<file path="src/rtl/ahb_pkg.sv">
// Shared AHB-Lite encodings and the default-slave state type used by the
// response multiplexer and its default slave.
package ahb_pkg;

    localparam logic [1:0] HTRANS_IDLE   = 2'b00;
    localparam logic [1:0] HTRANS_BUSY   = 2'b01;
    localparam logic [1:0] HTRANS_NONSEQ = 2'b10;
    localparam logic [1:0] HTRANS_SEQ    = 2'b11;

    localparam logic HRESP_OKAY  = 1'b0;
    localparam logic HRESP_ERROR = 1'b1;

    typedef enum logic [1:0] {
        D_IDLE = 2'b00,
        D_ERR1 = 2'b01,
        D_ERR2 = 2'b10
    } def_state_t;

    // NONSEQ and SEQ are the only transfer types that demand a response.
    function automatic logic is_active(input logic [1:0] htrans);
        return (htrans == HTRANS_NONSEQ) || (htrans == HTRANS_SEQ);
    endfunction

endpackage

</file>
<file path="src/rtl/ahb_default_slave.sv">
// Default slave: answers unmapped NONSEQ/SEQ transfers with the two-cycle
// ERROR response and is transparently OKAY otherwise.
//
// state  | meaning
// D_IDLE | no error pending; ready, OKAY
// D_ERR1 | first error cycle; wait state, ERROR
// D_ERR2 | second error cycle; ready, ERROR
module ahb_default_slave
    import ahb_pkg::*;
(
    input  logic HCLK,
    input  logic HRESET,
    input  logic HREADY,
    input  logic unmapped_req,
    output logic def_ready,
    output logic def_resp
);

    def_state_t state, state_nxt;

    always_ff @(posedge HCLK) begin
        if (HRESET) begin
            state <= D_IDLE;
        end else begin
            state <= state_nxt;
        end
    end

    always_comb begin
        state_nxt = state;
        def_ready = 1'b1;
        def_resp  = HRESP_OKAY;
        case (state)
            D_IDLE: begin
                if (HREADY && unmapped_req) begin
                    state_nxt = D_ERR1;
                end
            end
            D_ERR1: begin
                def_ready = 1'b0;
                def_resp  = HRESP_ERROR;
                state_nxt = D_ERR2;
            end
            D_ERR2: begin
                def_resp = HRESP_ERROR;
                // The second error cycle is also an accepting cycle.
                if (HREADY && unmapped_req) begin
                    state_nxt = D_ERR1;
                end else begin
                    state_nxt = D_IDLE;
                end
            end
            default: begin
                state_nxt = D_IDLE;
            end
        endcase
    end

endmodule

</file>
<file path="src/rtl/ahb_response_mux.sv">
// N-slave AHB-Lite response multiplexer: registers the address-phase select
// on each accepted transfer and routes ready/response/data in the data phase.
module ahb_response_mux
    import ahb_pkg::*;
#(
    parameter int NUM_SLAVES = 2,
    parameter int DATA_WIDTH = 64
) (
    input  logic                             HCLK,
    input  logic                             HRESET,
    input  logic [NUM_SLAVES-1:0]            HSEL,
    input  logic [1:0]                       HTRANS,
    input  logic [NUM_SLAVES-1:0]            HREADYOUT,
    input  logic [NUM_SLAVES-1:0]            HRESP_S,
    input  logic [NUM_SLAVES*DATA_WIDTH-1:0] HRDATA_S,
    output logic                             HREADY,
    output logic                             HRESP,
    output logic [DATA_WIDTH-1:0]            HRDATA,
    output logic                             HSEL_ERR
);

    localparam int IDX_W = (NUM_SLAVES > 1) ? $clog2(NUM_SLAVES) : 1;

    logic             own_slave;
    logic [IDX_W-1:0] own_idx;
    logic [IDX_W-1:0] sel_idx;
    logic             sel_any;
    logic             sel_multi;
    logic             unmapped_req;
    logic             def_ready;
    logic             def_resp;
    logic             hsel_err_q;

    always_comb begin
        sel_idx = '0;
        for (int i = NUM_SLAVES - 1; i >= 0; i--) begin
            if (HSEL[i]) begin
                sel_idx = IDX_W'(i);
            end
        end
    end

    assign sel_any      = |HSEL;
    assign sel_multi    = |(HSEL & (HSEL - NUM_SLAVES'(1)));
    assign unmapped_req = !sel_any && is_active(HTRANS);

    // When no slave owns the data phase, the default slave FSM decides
    // between the OKAY and ERROR flavours of the default response.
    always_ff @(posedge HCLK) begin
        if (HRESET) begin
            own_slave  <= 1'b0;
            own_idx    <= '0;
            hsel_err_q <= 1'b0;
        end else if (HREADY) begin
            own_slave <= sel_any;
            own_idx   <= sel_idx;
            if (sel_multi) begin
                hsel_err_q <= 1'b1;
            end
        end
    end

    ahb_default_slave u_default_slave (
        .HCLK         (HCLK),
        .HRESET       (HRESET),
        .HREADY       (HREADY),
        .unmapped_req (unmapped_req),
        .def_ready    (def_ready),
        .def_resp     (def_resp)
    );

    always_comb begin
        HREADY = def_ready;
        HRESP  = def_resp;
        HRDATA = '0;
        if (own_slave) begin
            HREADY = 1'b1;
            HRESP  = HRESP_OKAY;
            for (int i = 0; i < NUM_SLAVES; i++) begin
                if (own_idx == IDX_W'(i)) begin
                    HREADY = HREADYOUT[i];
                    HRESP  = HRESP_S[i];
                    HRDATA = HRDATA_S[i*DATA_WIDTH +: DATA_WIDTH];
                end
            end
        end
    end

    assign HSEL_ERR = hsel_err_q;

endmodule

</file>
<file path="config.mk">
export PLATFORM = sky130hd
export DESIGN_NAME = ahb_response_mux
export DESIGN_NICKNAME = d
export VERILOG_FILES = /design/src/rtl/ahb_pkg.sv /design/src/rtl/ahb_default_slave.sv /design/src/rtl/ahb_response_mux.sv
export SDC_FILE = /design/constraint.sdc
export NUM_CORES = 1
export LEC_CHECK = 0
export ABC_AREA = 1
export CAP_MARGIN = 5
export CORE_MARGIN = 2
export CORE_UTILIZATION = 20
export CTS_CLUSTER_SIZE = 20
export DETAILED_ROUTE_END_ITERATION = 8
export MAX_ROUTING_LAYER = met4
export PLACE_DENSITY_LB_ADDON = 0.05
export SYNTH_ARGS = -nofsm -noshare
export SYNTH_HDL_FRONTEND = slang
export SYNTH_SLANG_ARGS = --single-unit
</file>
<file path="constraint.sdc">
create_clock -name HCLK -period 1.3 [get_ports HCLK]
set_clock_uncertainty 0.1 [all_clocks]
set_input_delay 0.26 -clock HCLK [delete_from_list [all_inputs] [get_ports HCLK]]
set_output_delay 0.26 -clock HCLK [all_outputs]
set_load 0.01 [all_outputs]
</file>
==> flow_summary_export.csv <==
group,metric,value,unit
run_status,status,"complete, but fails checks",
run_status,violations,"negative setup slack",
power,p_leak,1.93,nW
die,dieWidth,83.5,microns
clocking,clockBufferDepth,2,
clocking,cts_hold_buf,0,
logic_synthesis,synth_seq_cells,5,
clocking,clk_pin_slew,0.04,ns
sta,period_needed,1.64,ns
detailed_routing,routedWlPerCell,16.7,microns
sta,fin_hold_ws,0.394,ns
sta,finalHoldViolations,0,
run,cap_viol_max_count,0,
setup_path,required,0.94,ns
sta,max_freq,610,MHz
setup_path,crit_type,"flip-flop to output port",
hold_path,hold_class,"flip-flop to flip-flop",
logic_synthesis,synth_cell_types,21,
grt,grt_use_total,25.1,%
power,ir_worst_vdd,507,uV
placed_design,io_buffer_count,203,
die,coreArea,0.00603,sq mm
logic_synthesis,syn_inst,258,
detailed_routing,drtPass1Iterations,4,
placed_design,dp_hpwl,5850,microns
detailed_routing,drc,0,
detailed_routing,post_drt_via_cell_ratio,4.68,
clocking,cts_tree,"built",
setup_path,critPathLaunchType,"flip-flop",
power,powerDensity,704,mW/mm^2
hold_path,whs_endpoint,"HSEL_ERR",
finish,fillers,483,
sta,worst_slack,-0.340,ns
setup_path,endpoint_kind,"output port",
setup_path,rr_endpoint,"u_default_slave.state[1]",
hold_path,holdPathStages,2,
clocking,clock_latency,0.23,ns
hold_path,hold_path_startpoint,"HSEL_ERR",
clocking,cts.sinks,5,
detailed_routing,routed-via-count,2681,
finish,antenna_cells,0,
grt,grt_antenna_before_repair,0,
grt,grt_max_degree,18,
logic_synthesis,syn_avg_cell_area,4.89,sq um
die,dieArea,0.00696,sq mm
sta,rsz0062_at_grt,"yes",
sta,period_share,126,%
clocking,ctsHtreeMaxLevel,1,
sta,final_max_slew_viol_count,0,
setup_path,worst_ep_arrival_time,1.28,ns
setup_path,path_max_fanout,6,
detailed_routing,drt_iter0_markers,86,
die,io_pins,205,
die,initial_core_util,21.0,%
sta,relSlewSlack,85.9,%
logic_synthesis,netlist_area,0.00126,sq mm
die,die_y,83.5,microns
finish,area_delta_synth_final,253,%
logic_synthesis,synth_fp_nets,401,
setup_path,rrSetupSlack,-0.17,ns
clocking,cts_buffers,3,
finish,final_common_cell,"clkdlybuf4s50_1",
detailed_routing,ant_nets,0,
setup_path,r2r_start,"own_idx",
sta,setup_viol_count_final,71,
sta,max_slew.worst_pin.slew,0.211,ns
finish,final_cell_mix,"136 x clkdlybuf4s50_1, 74 x nor2_2, 64 x buf_2, 60 x nor2_1, 44 x o21ai_2",
grt,overflow,0,
setup_path,r2r_cells,10,
logic_synthesis,yosysWarningCount,0,
finish,nets,642,
placed_design,place_congestion,0.789,
grt,grt_pass1_vias,2675,
sta,setup-tns-final,-18.91,ns
finish,drive_above_1_share,55.6,%
detailed_routing,wirelength,9550,microns
grt,grt_pass1_wl,13900,microns
clocking,cts_root_buf,"clkbuf_8",
die,num_rows,28,
logic_synthesis,ys_seq_area_share,7.93,%
-- cell type report --
type	instances	area (sq um)	area share, %
multi-input cells	225	1610	36.3
repair buffers	257	2550	57.4
inverters	7	33.8	0.759
clock buffers	4	45.0	1.01
flip-flops and latches	5	110	2.47
well taps	75	93.8	2.11
-- logic make-up after synthesis --
family / count (synthesis) / synth area share, %
adders and majority gates: 5 / 4.96
and+or+nand+nor: 148 / 47.9
buffers and inverters: 28 / 10.5
DFF: 5 / 7.93
AOI/OAI and AO/OA: 72 / 28.7
-- synth_stat cells --
cell | number | area share, %
a31oi_1 | 2 | 0.99
inv_4 | 1 | 0.50
inv_1 | 6 | 1.8
nand2_4 | 2 | 1.8
clkbuf_1 | 7 | 2.1
or2_2 | 1 | 0.50
a21oi_1 | 3 | 1.2
buf_2 | 11 | 4.4
buf_6 | 1 | 0.89
buf_4 | 1 | 0.59
ha_1 | 5 | 5.0
o21ai_0 | 67 | 27
nand2_2 | 2 | 0.99
nand3_1 | 2 | 0.79
nand3_4 | 1 | 1.4
nand3_2 | 1 | 0.79
buf_1 | 1 | 0.30
nor2_1 | 134 | 40
nor3b_1 | 1 | 0.59
dfxtp_1 | 5 | 7.9
nand2_1 | 4 | 1.2
-- metal layers --
layer	routed length, microns	GRT usage [%]
met1	3760	28.6
met2	5190	47.3
met3	473	3.07
met4	127	4.69
met5	0	-
-- critical path: stages, from the launching register on --
cell and delay, ns:
dfxtp_4 0.38, buf_6 0.15, buf_12 0.13, buf_6 0.11, o21ai_4 0.12, nor2_2 0.04
buf_2 0.13
-- what timing repair did --
action                     in CTS  in global routing
pin swaps                      23                 70
buffers inserted               18                  1
setup endpoints to repair      72                 71
gates resized for setup       396                 74
cloned                          9                  6
-- stage by stage --
stage	power (W)	area, sq um	setup slack (ns)	instances	utilization (%)
2_1_floorplan	0.00104	1470	-0.00237	258	-
3_3_place_gp	0.00212	3680	-0.568	536	61.0
3_5_place_dp	0.00214	3680	-0.593	536	61.0
4_1_cts	0.00292	4240	-0.437	567	70.4
5_1_grt	0.00331	4450	-0.383	573	73.9
6_report	0.00314	4450	-0.340	573	73.9
-- state kept, by name, summed over array words and instances (netlist names) --
signal / flops
HSEL_ERR: 1
own_slave: 1
u_default_slave.state: 2
own_idx: 1
-- how the worst max path moves through the flow --
stage	from	to	slack [ns]	cells after the start
global placement	HREADYOUT[0]	HREADY	-0.57	6
finish	own_idx	HRDATA[35]	-0.34	6
floorplan	own_idx	HRDATA[14]	-0.002	6
global route	own_idx	HRDATA[61]	-0.38	5
detailed placement	HREADYOUT[1]	HREADY	-0.59	6
CTS	own_idx	HRDATA[16]	-0.44	5
-- power by group --
part	switching [W]	internal, W	total [W]
sequential	0.0000314	0.000179	0.000210
combinational	0.00119	0.00144	0.00263
clock	0.0000816	0.000211	0.000292
total	0.00130	0.00183	0.00314
(Power assumes the default switching activity.)
